<file path="src/rtl/ltm_touch_adc_responder.sv">
// ADC-side responder for the LTM touch-panel serial link. It decodes the
// 8-bit control word clocked in on DIN, returns the selected X/Y sample
// MSB-first on DOUT, pulses BUSY for one DCLK and drives PENIRQ_n from
// pen_down when power-down bits allow it. DCLK/CS/DIN are oversampled.
module ltm_touch_adc_responder #(
  parameter int SYNC_STAGES = 2
) (
  input  logic        clock,
  input  logic        reset,
  input  logic        iADC_DCLK,
  input  logic        iADC_CS,
  input  logic        iADC_DIN,
  output logic        oADC_DOUT,
  output logic        oADC_BUSY,
  output logic        oADC_PENIRQ_n,
  input  logic        pen_down,
  input  logic [11:0] x_value,
  input  logic [11:0] y_value
);

  typedef enum logic [1:0] {IDLE, CMD, CONV, DATA} state_t;

  logic [SYNC_STAGES-1:0] dclk_sync;
  logic [SYNC_STAGES-1:0] cs_sync;
  logic [SYNC_STAGES-1:0] din_sync;
  logic                   dclk_prev;
  logic                   dclk_s;
  logic                   cs_s;
  logic                   din_s;
  logic                   rise;
  logic                   fall;

  state_t      state_q, state_d;
  logic [3:0]  cnt_q, cnt_d;
  logic [3:0]  cmd_q, cmd_d;      // A2 A1 A0 MODE
  logic        pd1_q, pd1_d;
  logic [1:0]  pd_q, pd_d;
  logic        mode_q, mode_d;
  logic [11:0] shreg_q, shreg_d;
  logic        busy_q, busy_d;
  logic        dout_q, dout_d;
  logic        penirq_q;

  // Left-justified sample for the addressed channel; 8-bit mode keeps the top byte.
  function automatic logic [11:0] select_sample(input logic [2:0]  addr,
                                                input logic        mode,
                                                input logic [11:0] xv,
                                                input logic [11:0] yv);
    logic [11:0] v;
    case (addr)
      3'b101:  v = xv;
      3'b001:  v = yv;
      default: v = 12'h000;
    endcase
    if (mode) v = {v[11:4], 4'b0000};
    return v;
  endfunction

  // Synchronizer chains for the asynchronous link inputs plus DCLK history.
  always_ff @(posedge clock) begin
    if (reset) begin
      dclk_sync <= '0;
      cs_sync   <= '1;
      dclk_prev <= 1'b0;
    end else begin
      dclk_sync <= {dclk_sync[SYNC_STAGES-2:0], iADC_DCLK};
      cs_sync   <= {cs_sync[SYNC_STAGES-2:0], iADC_CS};
      dclk_prev <= dclk_sync[SYNC_STAGES-1];
    end
    din_sync <= {din_sync[SYNC_STAGES-2:0], iADC_DIN};
  end

  assign dclk_s = dclk_sync[SYNC_STAGES-1];
  assign cs_s   = cs_sync[SYNC_STAGES-1];
  assign din_s  = din_sync[SYNC_STAGES-1];
  assign rise   = dclk_s & ~dclk_prev;
  assign fall   = ~dclk_s & dclk_prev;

  // Frame sequencing: command shift-in on rises, busy/data shift-out on falls.
  always_comb begin
    state_d = state_q;
    cnt_d   = cnt_q;
    cmd_d   = cmd_q;
    pd1_d   = pd1_q;
    pd_d    = pd_q;
    mode_d  = mode_q;
    shreg_d = shreg_q;
    busy_d  = busy_q;
    dout_d  = dout_q;
    if (cs_s) begin
      state_d = IDLE;
      cnt_d   = 4'd0;
      busy_d  = 1'b0;
      dout_d  = 1'b0;
    end else begin
      case (state_q)
        IDLE: begin
          if (rise && din_s) begin
            state_d = CMD;
            cnt_d   = 4'd1;
          end
        end
        CMD: begin
          if (rise) begin
            cnt_d = cnt_q + 4'd1;
            // Bits 1..4 after the start bit are address and mode; bit 5 (SER/DFR) is dropped.
            if (cnt_q <= 4'd4) cmd_d = {cmd_q[2:0], din_s};
            if (cnt_q == 4'd6) pd1_d = din_s;
            if (cnt_q == 4'd7) begin
              shreg_d = select_sample(cmd_q[3:1], cmd_q[0], x_value, y_value);
              mode_d  = cmd_q[0];
              pd_d    = {pd1_q, din_s};
              cnt_d   = 4'd0;
              state_d = CONV;
            end
          end
        end
        CONV: begin
          if (fall) begin
            if (!busy_q) begin
              busy_d = 1'b1;
            end else begin
              busy_d  = 1'b0;
              dout_d  = shreg_q[11];
              shreg_d = {shreg_q[10:0], 1'b0};
              cnt_d   = mode_q ? 4'd7 : 4'd11;
              state_d = DATA;
            end
          end
        end
        DATA: begin
          if (fall) begin
            if (cnt_q != 4'd0) begin
              dout_d  = shreg_q[11];
              shreg_d = {shreg_q[10:0], 1'b0};
              cnt_d   = cnt_q - 4'd1;
            end else begin
              dout_d  = 1'b0;
              state_d = IDLE;
            end
          end
        end
        default: state_d = IDLE;
      endcase
    end
  end

  // Control state and output registers.
  always_ff @(posedge clock) begin
    if (reset) begin
      state_q  <= IDLE;
      cnt_q    <= 4'd0;
      pd_q     <= 2'b00;
      busy_q   <= 1'b0;
      dout_q   <= 1'b0;
      penirq_q <= 1'b1;
    end else begin
      state_q  <= state_d;
      cnt_q    <= cnt_d;
      pd_q     <= pd_d;
      busy_q   <= busy_d;
      dout_q   <= dout_d;
      penirq_q <= ((pd_q == 2'b00) && ((state_q == IDLE) || (state_q == CMD))) ?
                  ~pen_down : 1'b1;
    end
  end

  // Command fields and sample shift register carry data only.
  always_ff @(posedge clock) begin
    cmd_q   <= cmd_d;
    pd1_q   <= pd1_d;
    mode_q  <= mode_d;
    shreg_q <= shreg_d;
  end

  assign oADC_DOUT     = dout_q;
  assign oADC_BUSY     = busy_q;
  assign oADC_PENIRQ_n = penirq_q;

endmodule

</file>
<file path="config.mk">
export PLATFORM = sky130hd
export DESIGN_NAME = ltm_touch_adc_responder
export DESIGN_NICKNAME = d
export VERILOG_FILES = /design/src/rtl/ltm_touch_adc_responder.sv
export SDC_FILE = /design/constraint.sdc
export NUM_CORES = 1
export LEC_CHECK = 0
export ABC_CLOCK_PERIOD_IN_PS = 6700
export CAP_MARGIN = 5
export CORE_MARGIN = 5
export CORE_UTILIZATION = 35
export CTS_CLUSTER_SIZE = 25
export DETAILED_ROUTE_END_ITERATION = 8
export MAX_ROUTING_LAYER = met4
export PLACE_DENSITY = 0.65
export SLEW_MARGIN = 25
export SYNTH_ARGS = -nofsm -noshare
export SYNTH_HDL_FRONTEND = slang
export SYNTH_SLANG_ARGS = --single-unit
</file>
<file path="constraint.sdc">
create_clock -name clock -period 6.7 [get_ports clock]
set_input_delay 1.34 -clock clock [delete_from_list [all_inputs] [get_ports clock]]
set_output_delay 1.34 -clock clock [all_outputs]
set_load 0.05 [all_outputs]
</file>
==> results of run 1 <==
[routing by layer]
metal	wire [um]	GRT usage (%)
met5	0	-
met2	1830	21.1
met1	1840	16.1
met3	284	3.95
met4	57	3.99
[registers in the layout, indices dropped and copies added (netlist names)]
name           count
cs_sync            2
pd1_q              1
mode_q             1
oADC_BUSY          1
din_sync           2
cmd_q              4
oADC_DOUT          1
oADC_PENIRQ_n      1
dclk_sync          2
cnt_q              4
dclk_prev          1
pd_q               2
shreg_q           12
state_q            2
[cells in the final DEF, fill, tap and decap left out, types with 3 or more instances in the layout]
master / count
o21ai_1: 3
or2_2: 4
nand2_1: 18
nor2b_1: 6
edfxtp_1: 18
ha_1: 9
nand2b_1: 4
clkbuf_8: 5
clkdlybuf4s50_1: 32
a22o_1: 6
o32ai_1: 3
nor2_1: 10
nand3b_1: 3
mux2i_1: 6
inv_1: 6
nor3_1: 3
a22oi_1: 9
o21ai_0: 11
dfxtp_1: 18
nor4bb_1: 3
[final cells by class]
| cell class | instances | share of cell area [%] |
|---|---|---|
| flip-flops and latches | 36 | 39.1 |
| clock buffers | 6 | 3.15 |
| inverters | 6 | 0.977 |
| well taps | 70 | 3.80 |
| multi-input cells | 123 | 36.9 |
| repair buffers | 34 | 14.5 |
| clock inverters | 2 | 1.52 |
[cell families after synthesis]
group                    share of synthesized area [%]
adder cells (fa/ha/maj)                           6.20
flip-flops                                        49.6
AO/OA/AOI/OAI                                     17.8
AND/OR/NAND/NOR                                   17.9
XOR/XNOR                                         0.965
buffers and inverters                             3.51
multiplexers                                      3.93
[worst max path at each step]
stage                                to  slack (ps)
2_1_floorplan  shreg_q[0]$_SDFFCE_PP0P_        4120
3_3_place_gp    state_q[0]$_SDFFE_PP0P_        3980
3_5_place_dp    state_q[0]$_SDFFE_PP0P_        3920
4_1_cts                       oADC_BUSY        3890
5_1_grt                       oADC_BUSY        3850
6_report                      oADC_BUSY        3900
[cell usage after synthesis, types with 2 or more instances]
library cell,count,share of area (%)
a211oi_1,2,0.83
a21oi_1,2,0.55
a221oi_1,2,0.97
a22o_1,6,2.9
a22oi_1,9,3.7
and3_1,2,0.69
buf_2,3,0.83
clkbuf_1,7,1.4
dfxtp_1,18,20
edfxtp_1,18,30
ha_1,9,6.2
inv_1,6,1.2
mux2i_1,6,3.3
nand2_1,18,3.7
nand2b_1,4,1.4
nand3_1,2,0.55
nand3b_1,3,1.2
nor2_1,10,2.1
nor2b_1,6,2.1
nor3_1,3,0.83
nor4bb_1,3,1.7
o21ai_0,11,3.0
o21ai_1,3,0.83
o32ai_1,3,1.4
or2_2,4,1.4
[power breakdown]
group / switching (mW) / internal, mW
clock network: 0.0762 / 0.110
registers: 0.00163 / 0.232
logic: 0.00716 / 0.0182
[through the flow]
step | power [mW] | cell area, sq um | instances
3_3_place_gp | 0.263 | 2200 | 269
4_1_cts | 0.450 | 2300 | 277
3_5_place_dp | 0.263 | 2200 | 269
2_1_floorplan | 0.244 | 1820 | 175
6_report | 0.445 | 2300 | 277
5_1_grt | 0.462 | 2300 | 277
==> run metrics, run 1 <==
Startpoint Class flop; CP max FO 3; DRT Wirelength 4010 um; worst-case reg-to-reg path depth 7; critical hold path startpoint din_sync[0]$_DFF_P_; clk_skew 6.01 ps; CTS tree done; Clock Sinks 36; slew margin rel. 63.4%; setup_tns 0 ps; Achievable Freq 358 MHz; maximum vdd drop 0.000123 V; critical path class reg2out; Top FF cell, synth edfxtp_1; total CTS buffers 5; Worst path top cell family by delay buffers and inverters; Inserted Diodes 0; area delta synth->final 26.9%; leakage power 0.820 nW; Synth Cell Area 1820 sq um; RSZ-0062 raised after global routing no; Worst Hold Class reg2reg; drt first pass iters 4; WP buf/inv 1; Pins Over Slew Limit 0; Crit. Startpoint oADC_BUSY$_SDFFE_PP0P_; Worst Path Arrival 1460 ps; Final Cycle Share 41.7%; pwr dens 193 nW/um^2; r2r endpoint shreg_q[8]$_DFFE_PP_; DR DRC count 0; Worst path max stage delay 820 ps; post-route ant nets 0; total gr overflow 0; post-layout net count 245; die area 6730 sq um; Clock Path Buffers 2; Final setup viols 0; Post-CTS Hold Buffers 0; antenna violations before repair 0; crit path time final 2800 ps; CTS clk-pin slew, worst paths 70 ps; reg2reg start state_q[0]$_SDFFE_PP0P_; Yosys Warn Count 0; R2R setup slack ~4200 ps; worst-skew pair later-pin latency 290 ps; number of cells on the worst hold path 0; Placer Congestion between 0.8 and 0.9; crit-path cells clkdlybuf4s50_1; DR WL/cell 14.5 um; WHS between 300 and 400 ps; Fillers 506; Post-CTS Setup Inserts 0; Die H 82.0 um; Post-synth EDFFs 18; multi-input logic area 851 sq um; Final Hold Vio Count 0; Hold EP din_sync[1]$_DFF_P_; synthesis-stage register bit count 36; Vias/cell 5.10; CTS H-tree lvls 2; FF+latch area 901 sq um; Clk Tree Root Cell clkbuf_8; io pins 33; global-route usage over all layers 13.2%; worst slew pin tran approximately 550 ps; Mapped Cells 175; die width 82.0 um; vias between 1,000 and 1,500; sequential area share after synthesis 49.6%; post-synth cell types 40; PortBufs 32; Max-Cap Viols 0; Initial Util between 30% and 40%; largest net degree at the start of global routing 23; asr flop ratio synth 0%; DRT iter0 DRCs 77; vias in the first global route 1,357; min setup slack post-route roughly 3900 ps; Avg Inst Size Synth 10.4 sq um; pre-CTS WS 3920 ps; slowest cell on the critical path clkdlybuf4s50_1; WP depth 1; Detail Placement HPWL 2900 um; syn nets 214; post-CTS resize count 0; std cell rows 26; first-pass GRT wire length 6440 um; Crit. End Element output port; status finished clean; share of layout cells above drive strength 1 7.73%; Final Util 45.4%; Core Box Area around 5000 sq um; Worst Path Required 5360 ps
Power figures use the tool's default switching activity.
==> run 2, diff against run 1 <==
Settings changed: ABC_CLOCK_PERIOD_IN_PS 6700 to 2250, PLACE_DENSITY 0.65 to 0.67.
Clock period 6.7 ns to 2.25 ns, I/O delays scaled along.
==> run 2 against run 1 <==
Against the previous run:
- sequential share of layout area fell by 1.2 points
- global-route usage fell by 0.73 points
- final area rose by 3.4%
- die area did not move
- routed wire length fell by 5.1%
- clock power rose by 140%
- first-iteration DRC count fell by 13%
- combinational power rose to 3.1 times the previous value
- core utilization rose by 1.5 points
- critical endpoint is now shreg_q[4]$_DFFE_PP_
==> run metrics, run 2 (synthesized netlist as in run 1, its figures left out) <==
status finished clean; Combinational Power Share 6.3% (+0.6 points); post-CTS resize count 0 (unchanged); DRT Wirelength 3800 um (-5.1%); Initial Util 35.8% (unchanged); share of layout cells above drive strength 1 12.6% (+4.9 points); Core Box Area 5070 sq um (unchanged); Clock Path Buffers 2 (unchanged); number of cells on the worst hold path 0 (unchanged); drt first pass iters 4 (unchanged); critical hold path startpoint din_sync[0]$_DFF_P_; total gr overflow 0 (unchanged); Final Hold Vio Count 0 (unchanged); total CTS buffers 5 (unchanged); Worst Path Required 2250 ps (-3110 ps); clk_skew 6.92 ps (+0.909 ps); die width 82.0 um (unchanged); Largest Register shreg_q; CP max FO 12 (+9); Inst Count DP 276 (+2.6%); worst-skew pair later-pin latency 290 ps (about the same); PortBufs 32 (unchanged); Inserted Diodes 0 (unchanged); Worst Hold Class reg2reg; Vias/cell 4.99 (-2.2%); antenna violations before repair 0 (unchanged); sequential share of power 56.9% (+4.5 points); RSZ-0062 raised after global routing no; post-layout total power 1.22 mW (+170%); area delta synth->final 31.2%; commonest cells after routing, fill and taps aside clkdlybuf4s50_1 (32), nand2_1 (18), edfxtp_1 (18), dfxtp_1 (17), o21ai_0 (11); leakage power 0.859 nW (+4.7%); vias in the first global route 1,357 (unchanged); die area 6730 sq um (unchanged); Sw Ratio 21.2% (+2.1 points); Placer Congestion 0.859 (-1.5%); max reg flops 12 (unchanged); Max-Cap Viols 0 (unchanged); vias 1,416 (+0.28%); Hold EP din_sync[1]$_DFF_P_; r2r endpoint shreg_q[4]$_DFFE_PP_; DRT iter0 DRCs 67 (-13%); Psw 259 uW (+200%); internal power 960 uW (+170%); Achievable Freq 499 MHz; Final setup viols 0 (unchanged); commonest non-fill, non-tap cell in the layout clkdlybuf4s50_1; slew margin rel. 66.1% (+2.7 points); pwr dens 512 nW/um^2 (+160%); Post-CTS Hold Buffers 0 (unchanged); Clk Tree Root Cell clkbuf_8; CTS H-tree lvls 2 (unchanged); CTS tree done; R2R setup slack 250 ps (-3960 ps); global-route usage over all layers 12.5% (-0.73 points); first-pass GRT wire length 6130 um (-4.9%); CTS clk-pin slew, worst paths 80 ps (about the same); Worst Path Arrival 2010 ps (+550 ps); Die H 82.0 um (unchanged); post-route ant nets 0 (unchanged); setup_tns 0 ps (unchanged); Clock Sinks 36 (unchanged); final instance area 2380 sq um (+3.4%); DR WL/cell 13.4 um (-7.4%); largest net degree at the start of global routing 22 (-4.3%); non-filler instance count after layout 284 (+2.5%); worst-case reg-to-reg path depth 7 (unchanged); Detail Placement HPWL 2970 um (+2.4%); biggest regs shreg_q: 12 flops, cmd_q: 4 flops, cnt_q: 4 flops; worst slew pin tran 507 ps (-38.4 ps); DR DRC count 0 (unchanged); Crit. End Element flop; DP Area 2290 sq um (+4.4%); critical path class reg2reg; reg2reg start state_q[0]$_SDFFE_PP0P_; Final Cycle Share between 80% and 90%; Post-CTS Setup Inserts 0 (unchanged); std cell rows 26 (unchanged); Pins Over Slew Limit 0 (unchanged); post-layout net count 252 (+2.9%); maximum vdd drop 0.000253 V (+100%); io pins 33 (unchanged); WHS 333 ps (+3.87 ps); Startpoint Class flop; Clk network pwr share 36.7% (-5.2 points); crit path time final around 2000 ps
-- run 2: area by class of cell --
cell class,count,area (sq um)
clock buffers,5,68.8
clock inverters,3,18.8
fillers,501,2690
inverters,6,22.5
multi-input cells,123,882
flip-flops and latches,36,902
well taps,70,87.6
repair buffers,41,400
-- run 2: worst max-delay path, cell delays in order, from the launching register on --
cell	delay (ps)
dfxtp_2	360
inv_1	80
ha_1	240
or2_4	280
a21oi_4	160
o21ai_2	90
a2111oi_4	340
buf_12	180
-- run 2: how the worst max path moves through the flow --
stage | start | to
after detailed placement | state_q[0]$_SDFFE_PP0P_ | shreg_q[4]$_DFFE_PP_
after global routing | state_q[1]$_SDFFE_PP0P_ | shreg_q[10]$_DFFE_PP_
final | state_q[0]$_SDFFE_PP0P_ | shreg_q[4]$_DFFE_PP_
after floorplan | state_q[0]$_SDFFE_PP0P_ | shreg_q[0]$_SDFFCE_PP0P_
after global placement | state_q[0]$_SDFFE_PP0P_ | shreg_q[4]$_DFFE_PP_
after CTS | state_q[0]$_SDFFE_PP0P_ | shreg_q[10]$_DFFE_PP_
-- run 2: power groups by stage --
stage / Combinational (mW) / Sequential, mW / Clock, mW
finish: 0.0772 / 0.694 / 0.447
global route: 0.0827 / 0.695 / 0.496
CTS: 0.0782 / 0.694 / 0.463
detailed placement: 0.0780 / 0.709 / 0
global placement: 0.0771 / 0.709 / 0
floorplan: 0.0177 / 0.711 / 0
-- run 2: stage by stage --
step	setup slack, ps	util [%]
final	248	46.9
after global routing	149	46.9
after CTS	245	46.9
after detailed placement	264	45.2
after global placement	306	45.2
after floorplan	33.4	-
-- run 2: routing by layer --
metal	track usage, %	up-vias	routed length, um
li1	-	718	-
met1	15.4	646	1830
met2	18.4	43	1600
met3	4.28	9	283
met4	5.65	0	87
met5	-	-	0
